## src/rtl/rfg_axis_pkg.sv

```systemverilog
// Shared types and constants for the rfg AXIS blocks.
//   rfg_header_t : layout of the first byte of every protocol frame
//   arb_state_e  : frame arbiter FSM states
//   Hdr*Bit      : bit positions of the header flags
package rfg_axis_pkg;

  typedef struct packed {
    logic [3:0] vchannel;
    logic       rsvd;
    logic       address_increment;
    logic       read;
    logic       write;
  } rfg_header_t;

  typedef enum logic [2:0] {
    StArb,
    StHdr,
    StAddr,
    StLenA,
    StLenB,
    StPayload
  } arb_state_e;

  localparam int unsigned HdrWriteBit   = 0;
  localparam int unsigned HdrReadBit    = 1;
  localparam int unsigned HdrAddrIncBit = 2;

endpackage

```

## src/rtl/rfg_axis_rr_arbiter.sv

```systemverilog
// Combinational round-robin picker.
//   req         : per-port request vector
//   last_grant  : index of the previously served port
//   grant       : one-hot grant of the first requester after last_grant
//   grant_idx   : index of that requester
//   grant_valid : at least one request present
module rfg_axis_rr_arbiter #(
  parameter int unsigned NUM_PORTS = 4,
  parameter int unsigned IDX_WIDTH = 2
) (
  input  logic [NUM_PORTS-1:0] req,
  input  logic [IDX_WIDTH-1:0] last_grant,
  output logic [NUM_PORTS-1:0] grant,
  output logic [IDX_WIDTH-1:0] grant_idx,
  output logic                 grant_valid
);

  int unsigned           idx;
  logic [IDX_WIDTH-1:0]  idx_sel;

  always_comb begin
    grant       = '0;
    grant_idx   = '0;
    grant_valid = 1'b0;
    idx         = 0;
    idx_sel     = '0;
    // Scan last_grant+1 .. last_grant+NUM_PORTS, wrapping; first hit wins.
    for (int unsigned i = 1; i <= NUM_PORTS; i++) begin
      idx = 32'(last_grant) + i;
      if (idx >= NUM_PORTS) idx = idx - NUM_PORTS;
      idx_sel = IDX_WIDTH'(idx);
      if (!grant_valid && req[idx_sel]) begin
        grant_valid      = 1'b1;
        grant[idx_sel]   = 1'b1;
        grant_idx        = idx_sel;
      end
    end
  end

endmodule

```

## src/rtl/rfg_axis_frame_arbiter.sv

```systemverilog
// Frame-granular round-robin arbiter sharing one rfg AXIS protocol engine
// between NUM_PORTS requesters. Requests are stamped with tid = port index;
// responses are steered back by tdest.
//   aclk, aresetn            : clock, asynchronous active-low reset
//   s_axis_*                 : per-port request streams (packed, port p at slice p)
//   m_axis_*                 : request stream to the engine, tid = granted port
//   r_s_axis_*               : response stream from the engine
//   r_m_axis_*               : response stream to ports (data/tlast broadcast)
//   frame_count              : per-port completed frame counters, present only
//                              when RFG_AXIS_ARB_STATS_EN is defined
module rfg_axis_frame_arbiter
  import rfg_axis_pkg::*;
#(
  parameter int unsigned NUM_PORTS  = 4,
  parameter int unsigned ID_WIDTH   = 8,
  parameter int unsigned USER_WIDTH = 1
) (
  input  logic                            aclk,
  input  logic                            aresetn,
  input  logic [8*NUM_PORTS-1:0]          s_axis_tdata,
  input  logic [NUM_PORTS-1:0]            s_axis_tvalid,
  output logic [NUM_PORTS-1:0]            s_axis_tready,
  input  logic [USER_WIDTH*NUM_PORTS-1:0] s_axis_tuser,
  output logic [7:0]                      m_axis_tdata,
  output logic                            m_axis_tvalid,
  input  logic                            m_axis_tready,
  output logic [USER_WIDTH-1:0]           m_axis_tuser,
  output logic [ID_WIDTH-1:0]             m_axis_tid,
  input  logic [7:0]                      r_s_axis_tdata,
  input  logic                            r_s_axis_tvalid,
  output logic                            r_s_axis_tready,
  input  logic                            r_s_axis_tlast,
  input  logic [ID_WIDTH-1:0]             r_s_axis_tdest,
  output logic [7:0]                      r_m_axis_tdata,
  output logic [NUM_PORTS-1:0]            r_m_axis_tvalid,
  input  logic [NUM_PORTS-1:0]            r_m_axis_tready,
`ifdef RFG_AXIS_ARB_STATS_EN
  output logic [16*NUM_PORTS-1:0]         frame_count,
`endif
  output logic                            r_m_axis_tlast
);

  localparam int unsigned IdxW = (NUM_PORTS > 1) ? $clog2(NUM_PORTS) : 1;

  arb_state_e           state_q, state_d;
  logic [IdxW-1:0]      grant_q, grant_d;
  logic [IdxW-1:0]      last_grant_q, last_grant_d;
  logic [NUM_PORTS-1:0] grant_oh_q, grant_oh_d;
  logic                 hdr_wr_q, hdr_wr_d;
  logic [7:0]           len_lo_q, len_lo_d;
  logic [15:0]          remain_q, remain_d;

  logic [NUM_PORTS-1:0] arb_grant_oh;
  logic [IdxW-1:0]      arb_grant_idx;
  logic                 arb_grant_valid;
  logic                 accept;
  logic                 frame_done;

  rfg_axis_rr_arbiter #(
    .NUM_PORTS (NUM_PORTS),
    .IDX_WIDTH (IdxW)
  ) u_rr_arbiter (
    .req         (s_axis_tvalid),
    .last_grant  (last_grant_q),
    .grant       (arb_grant_oh),
    .grant_idx   (arb_grant_idx),
    .grant_valid (arb_grant_valid)
  );

  // Request path: granted port wired straight through outside of StArb.
  assign m_axis_tdata = s_axis_tdata[grant_q*8 +: 8];
  assign m_axis_tuser = s_axis_tuser[grant_q*USER_WIDTH +: USER_WIDTH];
  assign m_axis_tid   = ID_WIDTH'(grant_q);

  always_comb begin
    m_axis_tvalid = 1'b0;
    s_axis_tready = '0;
    if (state_q != StArb) begin
      m_axis_tvalid = |(s_axis_tvalid & grant_oh_q);
      s_axis_tready = grant_oh_q & {NUM_PORTS{m_axis_tready}};
    end
  end

  assign accept = m_axis_tvalid & m_axis_tready;

  always_comb begin
    state_d      = state_q;
    grant_d      = grant_q;
    grant_oh_d   = grant_oh_q;
    last_grant_d = last_grant_q;
    hdr_wr_d     = hdr_wr_q;
    len_lo_d     = len_lo_q;
    remain_d     = remain_q;
    frame_done   = 1'b0;

    case (state_q)
      StArb: begin
        if (arb_grant_valid) begin
          grant_d    = arb_grant_idx;
          grant_oh_d = arb_grant_oh;
          state_d    = StHdr;
        end
      end
      StHdr: begin
        if (accept) begin
          hdr_wr_d = m_axis_tdata[HdrWriteBit];
          // Neither read nor write: the engine drops this byte on its own.
          if (!m_axis_tdata[HdrWriteBit] && !m_axis_tdata[HdrReadBit]) frame_done = 1'b1;
          else                                                         state_d    = StAddr;
        end
      end
      StAddr: begin
        if (accept) state_d = StLenA;
      end
      StLenA: begin
        if (accept) begin
          len_lo_d = m_axis_tdata;
          state_d  = StLenB;
        end
      end
      StLenB: begin
        if (accept) begin
          if (hdr_wr_q) begin
            remain_d = {m_axis_tdata, len_lo_q};
            state_d  = StPayload;
          end else begin
            frame_done = 1'b1;
          end
        end
      end
      StPayload: begin
        // A length of zero wraps 0 -> FFFF and ends at 1: 65536 bytes.
        if (accept) begin
          if (remain_q == 16'd1) frame_done = 1'b1;
          else                   remain_d   = remain_q - 16'd1;
        end
      end
      default: state_d = StArb;
    endcase

    if (frame_done) begin
      last_grant_d = grant_q;
      state_d      = StArb;
    end
  end

  always_ff @(posedge aclk or negedge aresetn) begin
    if (!aresetn) begin
      state_q      <= StArb;
      grant_q      <= '0;
      grant_oh_q   <= '0;
      last_grant_q <= IdxW'(NUM_PORTS - 1);
      hdr_wr_q     <= 1'b0;
      len_lo_q     <= '0;
      remain_q     <= '0;
    end else begin
      state_q      <= state_d;
      grant_q      <= grant_d;
      grant_oh_q   <= grant_oh_d;
      last_grant_q <= last_grant_d;
      hdr_wr_q     <= hdr_wr_d;
      len_lo_q     <= len_lo_d;
      remain_q     <= remain_d;
    end
  end

`ifdef RFG_AXIS_ARB_STATS_EN
  logic [16*NUM_PORTS-1:0] frame_count_q;

  always_ff @(posedge aclk or negedge aresetn) begin
    if (!aresetn) begin
      frame_count_q <= '0;
    end else if (frame_done) begin
      frame_count_q[grant_q*16 +: 16] <= frame_count_q[grant_q*16 +: 16] + 16'd1;
    end
  end

  assign frame_count = frame_count_q;
`endif

  // Response path: steer by tdest; beats to nonexistent ports are sunk.
  assign r_m_axis_tdata = r_s_axis_tdata;
  assign r_m_axis_tlast = r_s_axis_tlast;

  always_comb begin
    r_m_axis_tvalid = '0;
    r_s_axis_tready = 1'b1;
    for (int unsigned p = 0; p < NUM_PORTS; p++) begin
      if (32'(r_s_axis_tdest) == p) begin
        r_m_axis_tvalid[p] = r_s_axis_tvalid;
        r_s_axis_tready    = r_m_axis_tready[p];
      end
    end
  end

endmodule

```

## config.mk

```make
export PLATFORM = sky130hd
export DESIGN_NAME = rfg_axis_frame_arbiter
export DESIGN_NICKNAME = d
export VERILOG_FILES = /design/src/rtl/rfg_axis_pkg.sv /design/src/rtl/rfg_axis_rr_arbiter.sv /design/src/rtl/rfg_axis_frame_arbiter.sv
export SDC_FILE = /design/constraint.sdc
export NUM_CORES = 1
export LEC_CHECK = 0
export BUFFER_PORTS_ARGS = -buffer_cell sky130_fd_sc_hd__buf_2
export CORE_ASPECT_RATIO = 1.1
export CORE_MARGIN = 2
export CORE_UTILIZATION = 45
export CTS_BUF_LIST = sky130_fd_sc_hd__clkbuf_2 sky130_fd_sc_hd__clkbuf_4 sky130_fd_sc_hd__clkbuf_8
export CTS_CLUSTER_SIZE = 24
export DETAILED_ROUTE_END_ITERATION = 7
export GPL_TIMING_DRIVEN = 0
export PLACE_DENSITY = 0.82
export SYNTH_ARGS = -nofsm -noshare
export SYNTH_HDL_FRONTEND = slang
export SYNTH_SLANG_ARGS = --single-unit
```

## constraint.sdc

```tcl
create_clock -name aclk -period 2.5 [get_ports aclk]
set_clock_uncertainty 0.1 [all_clocks]
set_input_delay 0.375 -clock aclk [delete_from_list [all_inputs] [get_ports aclk]]
set_output_delay 0.375 -clock aclk [all_outputs]
set_load 0.01 [all_outputs]
```

==> run metrics <==
drt via density=between 5 and 6; R2R Path Start=grant_q[1]; Synth Flop Type=dfrtp_1; pin count of the biggest net entering global routing=37; initial DRC count=between 200 and 250; worst-path fanout max=10; clk slew on worst S/H paths=approximately 80 ps; count of pins over their slew limit=0; I/O pin total=101; post-layout instance area=3520 um2; fill cell count=approximately 550; Distinct cells, synth=59; EDFF count, synth=0; status=complete, no violations; Final setup viols=0; Seq/Total Area, Yosys=31.4%; final hold slack=65.9 ps; ANT nets after route=0; Die Ht=slightly below 90 um; CTS H-tree lvls=2; Sink Count=36; Worst-Skew Late Latency=roughly 290 ps; GRT Total Usage=between 20% and 30%; first-pass GRT wire length=11800 um; post-synthesis cell area=between 2000 and 3000 um2; TritonCTS clock tree=done; fin cells=approximately 490; Nets=just under 500; DIE WIDTH=about 80 um; post-DP HPWL=between 5000 and 6000 um; fraction of layout cells with a size suffix above 1=about a third; multi-input logic area=between 1500 and 2000 um2; reg2reg setup slack=about 150 ps; initial antenna violation count=0; power density over cell area=roughly 1100 nW/um2; hold_buf cts=0; leading area contributor after synthesis=dfrtp_1; setup TNS=0 ps; Leakage=roughly 1.6 nW; top-count cell post-synth=nor2_1; hold crit path type=input pin to asynchronous set/reset pin; Final Cycle Share=93.9%; drt total wl=between 7000 and 8000 um; Pre-Repair DR Iteration Count=5; Worst-Margin Slew=between 800 and 900 ps; YS warnings=0; RePlAce Congestion=0.913; minimum clock period=2350 ps; vias in the first global route=between 2000 and 3000; Placed Cells=480; Mapped Cells=~310; Synth top cells by count=nor2_1, dfrtp_1, a21oi_1, nand2_1, o21ai_0; RSZ-0062 raised after global routing=false; nature of the critical path startpoint=register; top cells by area, synth=dfrtp_1, mux4_1, nor2_1, ha_1, buf_4; Max Cap Viol=0; die area=around 7000 um2; FFs w/ async S/R, synth=100%; Final Hold Fails=0; Setup crit end kind=register; Peak VDD IR=~700 uV; dpl cell area=about 3400 um2; Initial Utilization=a little under half; drt drc=0; Diodes inserted=0; Avg Inst Size Synth=9.15 um2; capturing point of the worst reg2reg path=last_grant_q[0]; Worst Reg-to-Reg Cells=6; Synth-to-Final Area Change=22.5%; WL/cell=14.7 um; # port buffers=81; number of synthesized register bits=36; Worst EP arrival=about 2500 ps; row cnt=30; Synth top area share=a little under 30%; via count=approximately 2900; core box area=between 6000 and 7000 um2; deepest clock path buffer count=2; Reg area=~900 um2; CP Data Required Time=between 2000 and 3000 ps; Num CTS Buffers=5; Crit Path Class=register to register; f_max=426 MHz; total grt overflow=0; clock root buffer master=clkbuf_8; Slew headroom=~46%
## sequential cells by signal (all words and copies together) (netlist names)
register and flops:
grant_oh_q 4, grant_q 2, hdr_wr_q 1, last_grant_q 2, len_lo_q 8, remain_q 16, state_q 3
## per-stage QoR
stage          util [%]  power (mW)  worst slack [ps]
3_3_place_gp       55.2        3.19              -128
6_report           57.2        3.76               153
5_1_grt            57.2        4.06              25.7
4_1_cts            56.7        3.70              67.5
2_1_floorplan         -        2.68               115
3_5_place_dp       55.2        3.26              -160
## where the power goes
group          switching, mW  total [mW]  internal, mW
clock network          0.224       0.418         0.194
registers              0.263        1.13         0.870
logic                   1.20        2.21          1.01
total                   1.69        3.76          2.07
## final cells by class
class                           count  area share, %
Multi-Input combinational cell    240           50.0
Sequential cell                    36           25.7
Timing Repair Buffer               86           12.6
Buffer                             33           5.58
Tap cell                           80           2.84
Clock buffer                        5           1.95
Inverter                            8          0.853
Clock inverter                      3          0.533
## cells in the final DEF, fill, tap and decap left out, drive strengths merged, types with 4 or more instances in the layout
cell,count
buf,107
nor2,37
dfrtp,34
o21ai,21
nand2,20
a21oi,20
clkbuf,17
nor3,12
mux2,11
mux4,11
ha,10
inv,8
or3,7
a31oi,6
conb,6
a221oi,5
nor4,5
and3,4
nand3,4
mux2i,4
o2bb2ai,4
o21a,4
o22a,4
nor2b,4
or4,4
## routing by layer
layer  up-vias  track usage [%]  routed length, um
met5         -                0                  0
met4         0             8.78                204
met3        26             3.92                390
met2       128             34.8               3580
met1      1363             26.8               3050
li1       1350                -                  -
## critical path, cell delays in order (launching register included)
cell      delay, ps
dfrtp_1         400
clkbuf_1        430
mux4_2          460
nor2_1          140
a21oi_1          80
or3_4           360
mux2_4          310
## cell families after synthesis
family	count (synthesis)	share of synthesized area, %
AO/OA/AOI/OAI	88	20.8
adder cells (fa/ha/maj)	10	4.35
buffers and inverters	43	8.23
flip-flops	36	31.4
multiplexers	26	15.4
other	1	0.130
AND/OR/NAND/NOR	110	19.7
## worst max-delay path by stage
stage                               start              end  slack, ps  cells after the start
after floorplan           last_grant_q[0]       grant_q[1]        120                      8
after global placement    last_grant_q[0]       grant_q[0]       -130                      7
after detailed placement  last_grant_q[0]       grant_q[0]       -160                      7
after CTS                 last_grant_q[1]       grant_q[1]         70                      7
after global routing           state_q[2]      remain_q[4]         30                      8
final                          grant_q[1]  last_grant_q[0]        150                      6
## timing repair
action                     CTS  global route
setup buffers                2             3
resized for setup            1             1
setup endpoints to repair    6             6
Note: power is estimated with default switching activity, not from simulation.
